--- src/rtl/tx_input_buffer_v2.sv ---
// Tx input buffer: AXI4-Lite word writes into a FIFO, drained as AXI4-Stream packets.
// Define TXBUF_IRQ_EN to add the THRESH register (word 4) and the level-threshold irq.
module tx_input_buffer_v2 #(
  parameter int C_S_AXI_DATA_WIDTH   = 32,
  parameter int C_S_AXI_ADDR_WIDTH   = 5,
  parameter int C_M_AXIS_TDATA_WIDTH = 32,
  parameter int FIFO_DEPTH           = 16,
  parameter int PKT_LEN_W            = 16
) (
  input  logic                              ACLK,
  input  logic                              ARESETN,
  input  logic [C_S_AXI_ADDR_WIDTH-1:0]     S_AXI_AWADDR,
  input  logic [2:0]                        S_AXI_AWPROT,
  input  logic                              S_AXI_AWVALID,
  output logic                              S_AXI_AWREADY,
  input  logic [C_S_AXI_DATA_WIDTH-1:0]     S_AXI_WDATA,
  input  logic [C_S_AXI_DATA_WIDTH/8-1:0]   S_AXI_WSTRB,
  input  logic                              S_AXI_WVALID,
  output logic                              S_AXI_WREADY,
  output logic [1:0]                        S_AXI_BRESP,
  output logic                              S_AXI_BVALID,
  input  logic                              S_AXI_BREADY,
  input  logic [C_S_AXI_ADDR_WIDTH-1:0]     S_AXI_ARADDR,
  input  logic [2:0]                        S_AXI_ARPROT,
  input  logic                              S_AXI_ARVALID,
  output logic                              S_AXI_ARREADY,
  output logic [C_S_AXI_DATA_WIDTH-1:0]     S_AXI_RDATA,
  output logic [1:0]                        S_AXI_RRESP,
  output logic                              S_AXI_RVALID,
  input  logic                              S_AXI_RREADY,
  output logic                              M_AXIS_TVALID,
  input  logic                              M_AXIS_TREADY,
  output logic [C_M_AXIS_TDATA_WIDTH-1:0]   M_AXIS_TDATA,
  output logic [C_M_AXIS_TDATA_WIDTH/8-1:0] M_AXIS_TSTRB,
  output logic                              M_AXIS_TLAST,
  output logic                              irq
);

  localparam int AW = $clog2(FIFO_DEPTH);
  localparam int LW = AW + 1;
  localparam int TW = C_M_AXIS_TDATA_WIDTH;

  logic [TW-1:0]        mem [FIFO_DEPTH];
  logic [AW-1:0]        wr_ptr, rd_ptr;
  logic [LW-1:0]        count;
  logic                 push_d1;
  logic                 en, ovf;
  logic [PKT_LEN_W-1:0] pkt_len, cur_len, cnt, len_eff;
  logic [2:0]           wsel, rsel;
  logic                 wr_fire, rd_fire, push, flush;
  logic                 full, empty, avail, load, last;
  logic                 push_ok, ovf_set;
  logic [31:0]          rd_word;

  assign wsel    = S_AXI_AWADDR[4:2];
  assign rsel    = S_AXI_ARADDR[4:2];
  assign wr_fire = S_AXI_AWREADY & S_AXI_AWVALID & S_AXI_WVALID;
  assign rd_fire = S_AXI_ARREADY & S_AXI_ARVALID;
  assign push    = wr_fire & (wsel == 3'd3);
  assign flush   = wr_fire & (wsel == 3'd0) & S_AXI_WDATA[1];

  assign full  = count == LW'(FIFO_DEPTH);
  assign empty = count == '0;
  // A word written on the previous edge is not yet eligible for the stage.
  assign avail = count > LW'(push_d1);
  assign load  = en & ~flush & avail & (~M_AXIS_TVALID | M_AXIS_TREADY);

  assign push_ok = push & (~full | load);
  assign ovf_set = push & full & ~load;

  assign len_eff = (pkt_len == '0) ? PKT_LEN_W'(1) : pkt_len;
  assign last    = (cnt == '0) ? (len_eff == PKT_LEN_W'(1))
                               : (cnt + PKT_LEN_W'(1) == cur_len);

  assign S_AXI_WREADY = S_AXI_AWREADY;
  assign S_AXI_BRESP  = 2'b00;
  assign S_AXI_RRESP  = 2'b00;
  assign M_AXIS_TSTRB = '1;

  always_ff @(posedge ACLK) begin
    if (!ARESETN) begin
      S_AXI_AWREADY <= 1'b0;
      S_AXI_BVALID  <= 1'b0;
      en            <= 1'b0;
      pkt_len       <= PKT_LEN_W'(1);
      ovf           <= 1'b0;
    end else begin
      S_AXI_AWREADY <= S_AXI_AWVALID & S_AXI_WVALID
                     & ~S_AXI_BVALID & ~S_AXI_AWREADY;
      if (wr_fire)
        S_AXI_BVALID <= 1'b1;
      else if (S_AXI_BREADY)
        S_AXI_BVALID <= 1'b0;
      if (wr_fire && wsel == 3'd0)
        en <= S_AXI_WDATA[0];
      if (wr_fire && wsel == 3'd1)
        pkt_len <= S_AXI_WDATA[PKT_LEN_W-1:0];
      if (ovf_set)
        ovf <= 1'b1;
      else if (wr_fire && wsel == 3'd2)
        ovf <= 1'b0;
    end
  end

`ifdef TXBUF_IRQ_EN
  logic [15:0] thresh;

  always_ff @(posedge ACLK) begin
    if (!ARESETN) begin
      thresh <= '0;
      irq    <= 1'b0;
    end else begin
      if (wr_fire && wsel == 3'd4)
        thresh <= S_AXI_WDATA[15:0];
      irq <= en & (16'(count) <= thresh) & ~flush;
    end
  end
`else
  assign irq = 1'b0;
`endif

  always_comb begin
    rd_word = '0;
    case (rsel)
      3'd0: rd_word[0] = en;
      3'd1: rd_word[PKT_LEN_W-1:0] = pkt_len;
      3'd2: begin
        rd_word[31:16] = 16'(count);
        rd_word[2:0]   = {ovf, full, empty};
      end
`ifdef TXBUF_IRQ_EN
      3'd4: rd_word[15:0] = thresh;
`endif
      default: rd_word = '0;
    endcase
  end

  always_ff @(posedge ACLK) begin
    if (!ARESETN) begin
      S_AXI_ARREADY <= 1'b0;
      S_AXI_RVALID  <= 1'b0;
      S_AXI_RDATA   <= '0;
    end else begin
      S_AXI_ARREADY <= S_AXI_ARVALID & ~S_AXI_RVALID & ~S_AXI_ARREADY;
      if (rd_fire) begin
        S_AXI_RVALID <= 1'b1;
        S_AXI_RDATA  <= rd_word;
      end else if (S_AXI_RREADY) begin
        S_AXI_RVALID <= 1'b0;
      end
    end
  end

  always_ff @(posedge ACLK) begin
    if (push_ok)
      mem[wr_ptr] <= S_AXI_WDATA[TW-1:0];
  end

  always_ff @(posedge ACLK) begin
    if (!ARESETN) begin
      wr_ptr        <= '0;
      rd_ptr        <= '0;
      count         <= '0;
      push_d1       <= 1'b0;
      cnt           <= '0;
      cur_len       <= PKT_LEN_W'(1);
      M_AXIS_TVALID <= 1'b0;
      M_AXIS_TDATA  <= '0;
      M_AXIS_TLAST  <= 1'b0;
    end else begin
      if (flush) begin
        wr_ptr  <= '0;
        rd_ptr  <= '0;
        count   <= '0;
        push_d1 <= 1'b0;
        cnt     <= '0;
      end else begin
        if (push_ok)
          wr_ptr <= wr_ptr + AW'(1);
        if (load)
          rd_ptr <= rd_ptr + AW'(1);
        if (push_ok && !load)
          count <= count + LW'(1);
        else if (!push_ok && load)
          count <= count - LW'(1);
        push_d1 <= push_ok;
        if (load) begin
          if (cnt == '0)
            cur_len <= len_eff;
          cnt <= last ? '0 : cnt + PKT_LEN_W'(1);
        end
      end
      if (load) begin
        M_AXIS_TVALID <= 1'b1;
        M_AXIS_TDATA  <= mem[rd_ptr];
        M_AXIS_TLAST  <= last;
      end else if (M_AXIS_TREADY) begin
        M_AXIS_TVALID <= 1'b0;
      end
    end
  end

  logic unused;
  assign unused = ^{S_AXI_AWPROT, S_AXI_ARPROT, S_AXI_WSTRB,
                    S_AXI_AWADDR[1:0], S_AXI_ARADDR[1:0], S_AXI_WDATA};

endmodule

--- config.mk ---
export PLATFORM = sky130hd
export DESIGN_NAME = tx_input_buffer_v2
export DESIGN_NICKNAME = d
export VERILOG_FILES = /design/src/rtl/tx_input_buffer_v2.sv
export SDC_FILE = /design/constraint.sdc
export NUM_CORES = 1
export LEC_CHECK = 0
export CAP_MARGIN = 20
export CORE_ASPECT_RATIO = 1.5
export CORE_MARGIN = 4
export CORE_UTILIZATION = 30
export CTS_BUF_LIST = sky130_fd_sc_hd__clkbuf_8
export CTS_CLUSTER_SIZE = 24
export DETAILED_ROUTE_END_ITERATION = 8
export GPL_ROUTABILITY_DRIVEN = 1
export SYNTH_ARGS = -nofsm -noshare
export SYNTH_HDL_FRONTEND = slang
export SYNTH_SLANG_ARGS = --single-unit
--- constraint.sdc ---
create_clock -name ACLK -period 8 [get_ports ACLK]
set_input_delay 2.4 -clock ACLK [delete_from_list [all_inputs] [get_ports ACLK]]
set_output_delay 2.4 -clock ACLK [all_outputs]
set_load 0.005 [all_outputs]
# Word-level counts from Yosys, hierarchy flattened

Memories as Yosys holds them, arrays and structs flattened. A register that Yosys moved wholly into a read port is not among the register bits.
Cells that the tools add are included.

Bits in registers: 102
Memories: 1
Input bits: 60
Bits in writable memories: 512

Memory list:

| memory | depth | bits a word | read ports | clocked after memory_dff | wr ports | line | RTL |
|---|---|---|---|---|---|---|---|
| mem    | 16    | 32          | 1          | 1                        | 1        | 43   | `logic [TW-1:0] mem [FIFO_DEPTH];` |

Bitwise logic cells: 28
Eq/ne operators: 8
$lt $le $gt $ge: 1
Add/subtract/negate cells: 5
Reductions and logical operators: 20
Muxes and demuxes: 19

Operators with widths:

| kind                  | count |
|---|---|
| $logic_not 16->1      | 2 |
| $mux 16               | 2 |
| $and 1x1->1           | 17 |
| $add 16x1->16 const B | 1 |
| $eq 16x1->1 const B   | 1 |
| $eq 16x16->1          | 1 |
| $mux 5                | 3 |
| $mux 13               | 1 |
| $mux 1                | 11 |
| $reduce_bool 2->1     | 5 |
| $eq 3x2->1 const B    | 3 |
| $not 1->1             | 9 |
| $add 4x1->4 const B   | 2 |
| $eq 3x1->1 const B    | 2 |
| $logic_not 3->1       | 2 |
| $add 5x1->5 const B   | 1 |
| $eq 5x5->1 const B    | 1 |
| $gt 5x1->1            | 1 |
| $logic_and 1x1->1     | 5 |
| $logic_not 5->1       | 1 |
| $sub 5x1->5 const B   | 1 |
| $pmux 2 s2            | 1 |
| $logic_not 1->1       | 3 |
| $pmux 1 s3            | 1 |
| other kinds (3)       | 4 |

# Logic depth before layout (Yosys ltp)

Gate-level depths: netlist of the first run.

Depth after elaboration: 14
Depth in mapped cells: 17
Mapped depth without buffers: 16

# Least setup slack after synthesis of the first run

OpenSTA, ideal clock, no wires.

Path kind: input-to-reg
Start point: input S_AXI_AWADDR[4]
End point: memory mem[0][0] (netlist bit) (enable)
Data arrival time: 5885 ps
Path buffers: 1
Stages on the path: 8
Path slack: 1654 ps
Cells stage by stage: and4b_1 and4bb_4 nor3_4 inv_2 buf_6 a31oi_4 nand2_1 nor3_1

Cells in the longest elaborated chain, start to end: 11

Ends and longest elaborated chain:

| what                             | line | RTL |
|---|---|---|
| from (decl)                      | 12   | `input logic [C_S_AXI_ADDR_WIDTH-1:0] S_AXI_AWADDR,` |
| $logic_not 3->1                  | 60   | `assign flush = wr_fire & (wsel == 3'd0) & S_AXI_WDATA[1];` |
| $and 1x1->1 (2 in series)        | 60   |  |
| $not 1->1 (no source line)       | -    |  |
| $and 1x1->1 (3 in series)        | 66   | `assign load = en & ~flush & avail & (~M_AXIS_TVALID \| M_AXIS_TREADY);` |
| $or 1x1->1                       | 68   | `assign push_ok = push & (~full \| load);` |
| $and 1x1->1 (*)                  | 68   |  |
| named net push_ok                | 52   | `logic push_ok, ovf_set;` |
| $mux 1 (*)                       | 155  | `if (push_ok)` |
| $mux 1 (not written as such) (*) | 156  | `mem[wr_ptr] <= S_AXI_WDATA[TW-1:0];` |
| to (decl)                        | 43   |  |

Mark *: on every way through the listed nets, which the timed path passes. The rest lies on a longest branch.

# Final worst setup path of the first run

Start point: input S_AXI_WDATA[1]
End point: register count[4]

Cells in the longest elaborated chain, start to end: 10

Ends and longest elaborated chain:

| what                               | line | RTL |
|---|---|---|
| from (decl)                        | 16   | `input logic [C_S_AXI_DATA_WIDTH-1:0] S_AXI_WDATA,` |
| $and 1x1->1 (*)                    | 60   |  |
| $not 1->1 (no source line)         | -    |  |
| $and 1x1->1 (3 in series)          | 66   |  |
| $or 1x1->1                         | 68   |  |
| $and 1x1->1                        | 68   |  |
| $logic_not 1->1                    | 184  | `else if (!push_ok && load)` |
| $logic_and 1x1->1                  | 184  |  |
| $reduce_bool 2->1 (no source line) | -    |  |
| to (signal assigned)               | 183  | `count <= count + LW'(1);` |
| to (signal assigned)               | 185  | `count <= count - LW'(1);` |
| to (decl)                          | 45   | `logic [LW-1:0] count;` |

Every way passes the cells marked *; elsewhere a longest branch is shown, timed or not.
A chain may end at the register's enable or synchronous reset.

==> flow_summary.json, run 1 <==
{
  "grt_overflow": 0,
  "globalplace.congestion": 0.821,
  "holdPathEnd": "S_AXI_AWREADY$_SDFF_PN0_",
  "syn_area_per_cell_um2": 18.3,
  "arrival_ps": 6230,
  "synth_top_area_share_pct": 61.3,
  "worst_pin_slew_ps": 1130,
  "cts_made_buffers": 93,
  "postCtsSetupRepairBufs": 0,
  "status": "complete, no violations",
  "power.total_mw": 6.32,
  "syn_to_final_growth_pct": 17.2,
  "port_buffers": 105,
  "fin_skew_ps": 30.0,
  "synth_most_common_cell": "edfxtp_1",
  "hold_violations": 0,
  "cp_max_fo": 46,
  "max_cap_viol_count": 0,
  "r2r_start": "count[0]$_SDFFE_PP0P_",
  "p_leak_nw": 8.91,
  "die_w_um": 244,
  "yosysTopAreaCell": "edfxtp_1",
  "synth_edf_count": 512,
  "grt_pass1_vias": 13600,
  "ys_async_sr_fraction_pct": 0,
  "ctsLongestPathBuffers": 3,
  "dr_total_vias": 12900,
  "synth_common_cells": "512 x edfxtp_1, 160 x mux4_2, 123 x dfxtp_1",
  "drv_slew": 0,
  "hold_buffers": 0,
  "multi_input_area_um2": 6890,
  "fmax_mhz": 177,
  "synthFlopType": "edfxtp_1",
  "via_per_inst": 4.76,
  "clk_latency_ps": 680,
  "antenna_found_initial": 6,
  "tns_ps": 0,
  "drt-wirelength-per-cell_um": 21.8,
  "slew_headroom_pct": 24.9,
  "hold-worst-slack_ps": 438,
  "nFillCells": 7679,
  "cts_tree": "done",
  "layout.area.seq_um2": 17800,
  "hp-class": "flip-flop to flip-flop",
  "start_kind": "primary input",
  "clkSlewWorstSetupHoldPaths_ps": 60,
  "rrSetupSlack_ps": 4240,
  "first_iter_violations": 859,
  "core_um2": 82800,
  "ctsRootBufferMaster": "clkbuf_8",
  "rsz0062_at_grt": "no",
  "drive_gt1_share_pct": 22.6,
  "route.detailed.drc": 0,
  "io_pins": 140,
  "crit_required_ps": 8590,
  "wirelength_um": 59200,
  "yosysUniqueCellTypes": 62,
  "r2r_cells": 15,
  "ctsResizeCount": 0,
  "ys_ff_latch": 635,
  "grt_pass1_wl_um": 88200,
  "final_nets": 1597,
  "clock-sinks": 635,
  "postRouteAntennaNets": 0,
  "hold_depth": 1,
  "r2r_end": "count[4]$_SDFFE_PP0P_",
  "setup_viol_count_final": 0,
  "netlist_area_um2": 25100,
  "dieArea_um2": 88400,
  "vdd_drop_max_mv": 0.103,
  "synth.area.top_cells": "edfxtp_1 61%, mux4_2 14%, dfxtp_1 9.8%",
  "grt_use_total_pct": 13.3,
  "htreeDepth": 3,
  "dieHeight_um": 362,
  "setup.worst_path.class": "primary input to flip-flop",
  "initial_core_util_pct": 30.3,
  "cp-end-kind": "flip-flop",
  "min-delay-start": "S_AXI_BVALID$_SDFFE_PN0P_",
  "dp_hpwl_um": 34200,
  "finalCritPeriodShare_pct": 70.5,
  "period_minus_slack_ps": 5640,
  "fp-row-count": 129,
  "grt_max_degree": 96,
  "yosysWarnings": 0,
  "p_per_area_nw_per_um2": 215,
  "first_pass_iters": 5,
  "synth_cells": 1372,
  "yosysSeqAreaShare_pct": 71.1
}
[worst max path at each step]
stage / slack (ps) / startpoint / endpoint / depth (start not counted)
6_report: 2360 / S_AXI_WDATA[1] / count[4]$_SDFFE_PP0P_ / 13
5_1_grt: 2200 / S_AXI_WDATA[1] / count[4]$_SDFFE_PP0P_ / 13
4_1_cts: 2410 / S_AXI_WDATA[1] / count[4]$_SDFFE_PP0P_ / 13
3_5_place_dp: 1670 / S_AXI_WDATA[1] / count[4]$_SDFFE_PP0P_ / 13
3_3_place_gp: 1700 / S_AXI_WDATA[1] / count[4]$_SDFFE_PP0P_ / 13
2_1_floorplan: 1650 / S_AXI_AWADDR[4] / mem[0][0]$_DFFE_PP_ / 8
[power breakdown]
part	leakage, nW	switching (mW)	internal, mW
Clock	1.07	1.25	1.41
Sequential	5.59	0.00120	3.56
Combinational	2.25	0.0596	0.0306
[kinds of logic after synthesis]
family	after synthesis	share of synthesized area, %
DFF	635	71.1
and+or+nand+nor	283	6.07
muxes	195	15.8
buffers and inverters	108	2.19
AOI/OAI and AO/OA	92	2.66
xor gates and xnor gates	44	1.54
adders and majority gates	13	0.678
other	2	0.0299
[metal layers]
layer  track usage, %  part of all wire (%)  vias to the layer above
met1             16.2                    40                     6796
met5                0                 0.022                        -
met4             4.80                   2.3                        2
li1                 -                     -                     5694
met2             23.2                    52                      377
met3             2.88                   6.1                       80
[critical path: stages]
cell and delay [ps]:
clkdlybuf4s50_1 990, and4bb_4 380, nor3_4 60, inv_2 80, buf_4 600, ha_1 320, inv_1 110, fa_1 410
a21o_1 170, a21oi_1 170, xnor2_1 90, or3_1 300, a21oi_1 140
[stage by stage]
stage                     utilization, %  instances  setup slack (ps)  instance area, um^2
after floorplan                        -       1390              1650                25200
after global placement              33.1       2540              1700                27400
after detailed placement            33.1       2540              1670                27400
after CTS                           35.4       2714              2410                29300
after global routing                35.5       2718              2200                29400
final                               35.5       2719              2360                29400
[layout make-up]
type	instances	share of cell area [%]
Sequential cell	635	60.7
Tap cell	1113	4.74
Antenna cell	3	0.0255
Timing Repair Buffer	136	4.48
Clock inverter	69	1.60
Multi-Input combinational cell	647	23.4
Clock buffer	105	4.91
Inverter	11	0.140
[registers in the layout, indices dropped and copies added (netlist names)]
name	flops
mem	512
M_AXIS_TDATA	32
S_AXI_RDATA	21
cnt	16
cur_len	16
pkt_len	16
count	5
rd_ptr	4
wr_ptr	4
M_AXIS_TLAST	1
M_AXIS_TVALID	1
S_AXI_ARREADY	1
S_AXI_AWREADY	1
S_AXI_BVALID	1
S_AXI_RVALID	1
en	1
ovf	1
push_d1	1
[cell usage in the layout, fill, tap and decap left out, types with 18 or more instances in the layout]
master	instances
nand2_1	89
inv_1	32
nor2b_1	55
xnor2_1	26
xor2_1	18
clkdlybuf4s50_1	104
dfxtp_1	119
mux4_2	160
nor2_1	32
a22oi_1	20
clkbuf_8	105
conb_1	20
nor3_1	24
a21boi_0	35
buf_4	29
edfxtp_1	512
mux2i_1	34
No activity file was read; power rests on OpenSTA's default activity.
==> inputs of run 2 (changes only) <==
==> constraint.sdc (replaced) <==
create_clock -name ACLK -period 4.7 [get_ports ACLK]
set_input_delay 1.41 -clock ACLK [delete_from_list [all_inputs] [get_ports ACLK]]
set_output_delay 1.41 -clock ACLK [all_outputs]
set_load 0.005 [all_outputs]
==> run 2 against run 1 <==
Compared with the run above: clock skew rose by 8.5 ps; sequential cell count did not move; die area did not move; sequential share of layout area fell by 0.46 points; via count rose by 0.59%; worst setup slack got worse by 1500 ps; clock power rose by 64%; power rose by 67%; worst hold slack got worse by 6.6 ps; first-iteration DRC count rose by 4.7%; register-to-register slack got worse by 2800 ps; final cell count rose by 0.33%.
==> flow_summary.json, run 2 (synthesized netlist as in run 1, its figures left out) <==
{
  "status": "complete, no violations",
  "hold-worst-slack_ps": 431,
  "r2r_end": "count[4]$_SDFFE_PP0P_",
  "postRouteAntennaNets": 0,
  "ctsRootBufferMaster": "clkbuf_8",
  "route.detailed.drc": 0,
  "dp.cells": 2560,
  "cp-end-kind": "flip-flop",
  "tns_ps": 0,
  "rsz0062_at_grt": "no",
  "dp_slack_ps": 221,
  "wirelength_um": 59300,
  "grt_use_total_pct": 13.3,
  "fmax_mhz": 260,
  "r2r_cells": 15,
  "dr_total_vias": 13000,
  "grt_max_degree": 69,
  "dieArea_um2": 88400,
  "p_leak_nw": 9.00,
  "placed_cell_area_um2": 27800,
  "grt_pass1_wl_um": 89200,
  "drt-wirelength-per-cell_um": 21.7,
  "syn_to_final_growth_pct": 18.1,
  "final_nets": 1612,
  "hold_depth": 1,
  "hold_violations": 0,
  "rrSetupSlack_ps": 1480,
  "first_iter_violations": 899,
  "arrival_ps": 4440,
  "gr-usage-met1_pct": 15.6,
  "initial_core_util_pct": 30.3,
  "hp-class": "flip-flop to flip-flop",
  "fp-row-count": 129,
  "drv_slew": 0,
  "max_cap_viol_count": 0,
  "ctsResizeCount": 0,
  "layout_common_cells": "512 x edfxtp_1, 160 x mux4_2, 119 x dfxtp_1",
  "slew_headroom_pct": 31.6,
  "top_regs": "mem x512, M_AXIS_TDATA x32, S_AXI_RDATA x21",
  "cts_tree": "done",
  "met2_usage_pct": 24.2,
  "grtUsageMet3_pct": 2.85,
  "clk_latency_ps": 690,
  "postCtsSetupRepairBufs": 0,
  "drive_gt1_share_pct": 23.0,
  "setup_viol_count_final": 0,
  "hold_buffers": 0,
  "cts_made_buffers": 90,
  "clkSlewWorstSetupHoldPaths_ps": 70,
  "globalplace.congestion": 0.808,
  "first_pass_iters": 5,
  "layoutNonFillerInstCount": 2728,
  "mostFrequentLayoutCell": "edfxtp_1",
  "grt_overflow": 0,
  "htreeDepth": 3,
  "vdd_drop_max_mv": 0.196,
  "via_per_inst": 4.77,
  "dieHeight_um": 362,
  "grt_pass1_vias": 13900,
  "min-delay-start": "S_AXI_BVALID$_SDFFE_PN0P_",
  "crit_required_ps": 5290,
  "grt_busiest_layer": "met2",
  "dp_hpwl_um": 35900,
  "fin_skew_ps": 38.5,
  "holdPathEnd": "S_AXI_AWREADY$_SDFF_PN0_",
  "finalCritPeriodShare_pct": 81.8,
  "clock-sinks": 635,
  "die_w_um": 244,
  "cp_max_fo": 4,
  "fin_ws_ps": 857,
  "largest_reg_flops": 512,
  "start_kind": "primary input",
  "ctsLongestPathBuffers": 3,
  "r2r_start": "count[0]$_SDFFE_PP0P_",
  "top_register": "mem",
  "worst_pin_slew_ps": 1030,
  "io_pins": 140,
  "core_um2": 82800,
  "period_minus_slack_ps": 3840,
  "port_buffers": 105,
  "setup.worst_path.class": "primary input to flip-flop",
  "design_area_um2": 29600,
  "p_per_area_nw_per_um2": 357,
  "antenna_found_initial": 3
}
==> run 2: cell count changes in the layout (fill, tap and decap cells not counted), moves of 3 or more <==
cell / delta
nor3_2: -4
buf_4: +5
nor3_4: +4
bufinv_16: -3
clkinv_2: -8
clkinv_8: +4
inv_1: +8
clkinv_1: -5
buf_12: +15
==> run 2: power by group <==
group	total, mW	switching [mW]	internal, mW	leakage [nW]
sequential	6.07	0.00209	6.07	5.59
clock	4.36	2.14	2.22	1.05
combinational	0.157	0.104	0.0535	2.35
==> run 2: worst max path at each step <==
stage | start | endpoint | slack (ps)
finish | S_AXI_AWADDR[4] | count[4]$_SDFFE_PP0P_ | 860
global route | S_AXI_AWADDR[4] | count[4]$_SDFFE_PP0P_ | 770
global placement | S_AXI_AWADDR[4] | count[4]$_SDFFE_PP0P_ | 120
detailed placement | S_AXI_AWADDR[4] | count[4]$_SDFFE_PP0P_ | 220
CTS | S_AXI_AWADDR[4] | count[4]$_SDFFE_PP0P_ | 920
floorplan | S_AXI_AWADDR[4] | mem[12][0]$_DFFE_PP_ | 200
==> run 2: layout make-up <==
type                            count  area (um^2)
Timing Repair Buffer              154         1600
Tap cell                         1113         1390
Sequential cell                   635        17800
Clock inverter                     63          405
Multi-Input combinational cell    647         6910
Inverter                           11         41.3
Antenna cell                        1         2.50
Fill cell                        7698        53200
Clock buffer                      104         1430
==> run 2: through the flow <==
stage / utilization (%) / power, mW
6_report: 35.8 / 10.6
5_1_grt: 35.8 / 11.0
4_1_cts: 35.8 / 10.7
3_5_place_dp: 33.6 / 6.35
3_3_place_gp: 33.6 / 6.34
2_1_floorplan: - / 6.24
==> run 2: worst max-delay path, cell delays in order <==
cell and delay [ps]:
clkdlybuf4s50_1 490, and4b_1 240, and4bb_4 230, nor3_4 180, inv_2 90, a31oi_4 180
ha_1 210, inv_1 100, fa_1 410, a21o_1 180, a21oi_1 160, xnor2_1 90
or3_1 300, a21oi_1 140
==> run 2: metal layers <==
layer  up-vias  part of all wire [%]  wire, um
met2       369                    53     31600
met1      6825                    39     22800
met3       103                   5.9      3470
met5         -                 0.046        27
met4         4                   2.3      1360
li1       5724                     -         -
==> inputs of run 3 (changes only) <==
==> constraint.sdc (replaced) <==
create_clock -name ACLK -period 3.9 [get_ports ACLK]
set_input_delay 1.17 -clock ACLK [delete_from_list [all_inputs] [get_ports ACLK]]
set_output_delay 1.17 -clock ACLK [all_outputs]
set_load 0.005 [all_outputs]
==> run 3 against run 2 <==
Compared with the run above: highest routed layer unchanged; worst hold slack gained 20 ps; combinational power grew 24%; worst setup slack lost 490 ps; largest power group unchanged; final cell count grew 0.92%; sequential cell count is the same; clock power grew 21%.
==> flow_summary.json, run 3 (synthesized netlist as in run 1, its figures left out) <==
{
  "placed_cell_area_um2": 28100,
  "top_regs": "mem x512, M_AXIS_TDATA x32, S_AXI_RDATA x21",
  "hold_buffers": 0,
  "fmax_mhz": 283,
  "crit_required_ps": 4480,
  "hold_violations": 0,
  "rrSetupSlack_ps": 670,
  "finalCritPeriodShare_pct": 90.6,
  "worst_pin_slew_ps": 886,
  "multi_input_area_um2": 6910,
  "cp_max_fo": 4,
  "drive_gt1_share_pct": 23.8,
  "initial_core_util_pct": 30.3,
  "ctsResizeCount": 0,
  "path_depth": 14,
  "postCtsSetupRepairBufs": 0,
  "cts_made_buffers": 88,
  "hp-class": "flip-flop to flip-flop",
  "first_iter_violations": 907,
  "critical-path-max-stage-delay_ps": 480,
  "r2r_end": "count[4]$_SDFFE_PP0P_",
  "layout.area.seq_um2": 17800,
  "arrival_ps": 4110,
  "setup.worst_path.class": "primary input to flip-flop",
  "r2r_cells": 15,
  "setup_viol_count_final": 0,
  "ctsRootBufferMaster": "clkbuf_8",
  "rsz0062_at_grt": "no",
  "cp-end-kind": "flip-flop",
  "fp-row-count": 129,
  "grt_overflow": 0,
  "max_cap_viol_count": 0,
  "dp.cells": 2585,
  "antenna_found_initial": 8,
  "postRouteAntennaNets": 0,
  "crit_start": "S_AXI_AWADDR[4]",
  "period_minus_slack_ps": 3540,
  "port_buffers": 105,
  "cp_common_cell": "a21oi_1",
  "clk_latency_ps": 680,
  "die_w_um": 244,
  "dp_hpwl_um": 37800,
  "ctsLongestPathBuffers": 3,
  "io_pins": 140,
  "final_nets": 1635,
  "mostFrequentLayoutCell": "edfxtp_1",
  "slowest_stage": "clkdlybuf4s50_1",
  "vdd_drop_max_mv": 0.194,
  "layout_common_cells": "512 x edfxtp_1, 160 x mux4_2, 119 x dfxtp_1",
  "grt_use_total_pct": 13.2,
  "dieArea_um2": 88400,
  "syn_to_final_growth_pct": 19.3,
  "clkSlewWorstSetupHoldPaths_ps": 70,
  "dieHeight_um": 362,
  "globalplace.congestion": 0.786,
  "grt_max_degree": 94,
  "p_per_area_nw_per_um2": 427,
  "htreeDepth": 3,
  "layoutNonFillerInstCount": 2753,
  "slew_headroom_pct": 40.9,
  "largest_reg_flops": 512,
  "cpLargestDelayFamily": "simple AND/OR/NAND/NOR gates",
  "r2r_start": "count[0]$_SDFFE_PP0P_",
  "core_um2": 82800,
  "cts_tree": "done",
  "grt_pass1_vias": 13900,
  "via_per_inst": 4.71,
  "fin_skew_ps": 39.7,
  "top_register": "mem",
  "crit_buf_inv": 3,
  "wirelength_um": 58400,
  "drv_slew": 0,
  "start_kind": "primary input",
  "clock-sinks": 635,
  "crit_path_end": "count[4]$_SDFFE_PP0P_",
  "grt_pass1_wl_um": 88500,
  "status": "complete, no violations",
  "first_pass_iters": 4,
  "p_leak_nw": 9.13,
  "design_area_um2": 29900,
  "route.detailed.drc": 0,
  "drt-wirelength-per-cell_um": 21.2,
  "nFillCells": 7658,
  "worstPathCellList": "clkdlybuf4s50_1, and4b_1, and4bb_4, nor3_4, inv_2, a31oi_4, ha_1, inv_1, fa_1, a21o_1, a21oi_1, xnor2_1, or3_1, a21oi_1",
  "dr_total_vias": 13000
}
run 3: how the worst min path moves through the flow:
stage	startpoint	end	slack [ps]	cells past startpoint
after CTS	S_AXI_BVALID$_SDFFE_PN0P_	S_AXI_AWREADY$_SDFF_PN0_	450	1
after floorplan	ovf$_SDFFE_PN0P_	ovf$_SDFFE_PN0P_	420	2
after global placement	S_AXI_BVALID$_SDFFE_PN0P_	S_AXI_AWREADY$_SDFF_PN0_	420	1
after global routing	S_AXI_BVALID$_SDFFE_PN0P_	S_AXI_AWREADY$_SDFF_PN0_	480	1
final	ovf$_SDFFE_PN0P_	ovf$_SDFFE_PN0P_	450	2
after detailed placement	S_AXI_BVALID$_SDFFE_PN0P_	S_AXI_AWREADY$_SDFF_PN0_	440	1
run 3: worst register-to-register path, stage by stage, from the launching register on:
cell     delay (ps)
dfxtp_1         530
inv_1            90
ha_1            300
nor2_1          130
o31ai_2         100
nor3_4          160
inv_2            80
a31oi_4         180
ha_1            200
inv_1           100
fa_1            400
a21o_1          180
a21oi_1         190
xnor2_1          90
or3_1           300
a21oi_1         140
run 3: stage by stage:
| step | setup TNS, ps | setup WS (ps) | power (mW) | util, % | hold WS (ps) |
|---|---|---|---|---|---|
| floorplan | -143380 | -361 | 7.52 | - | 425 |
| global placement | -516 | -336 | 7.65 | 34.0 | 417 |
| detailed placement | -431 | -324 | 7.66 | 34.0 | 443 |
| CTS | 0 | 375 | 13.0 | 36.1 | 453 |
| global route | 0 | 227 | 13.3 | 36.2 | 479 |
| finish | 0 | 365 | 12.8 | 36.2 | 451 |
run 3: metal layers:
| metal | up-vias | track usage (%) | part of all wire [%] |
|---|---|---|---|
| met5 | - | 0 | 0.082 |
| met3 | 75 | 3.15 | 5.7 |
| met4 | 8 | 3.85 | 1.6 |
| met1 | 6797 | 15.1 | 38 |
| met2 | 330 | 24.4 | 54 |
| li1 | 5764 | - | - |
run 3: area by class of cell:
type | count | share of cell area, %
diodes | 4 | 0.0334
flip-flops and latches | 635 | 59.6
repair buffers | 179 | 6.44
clock inverters | 72 | 1.82
well taps | 1113 | 4.65
inverters | 11 | 0.138
clock buffers | 92 | 4.23
multi-input cells | 647 | 23.1
run 3: where the power goes:
part	switching, mW	internal (mW)
clock	2.51	2.76
sequential	0.00245	7.31
combinational	0.127	0.0670
total	2.64	10.1
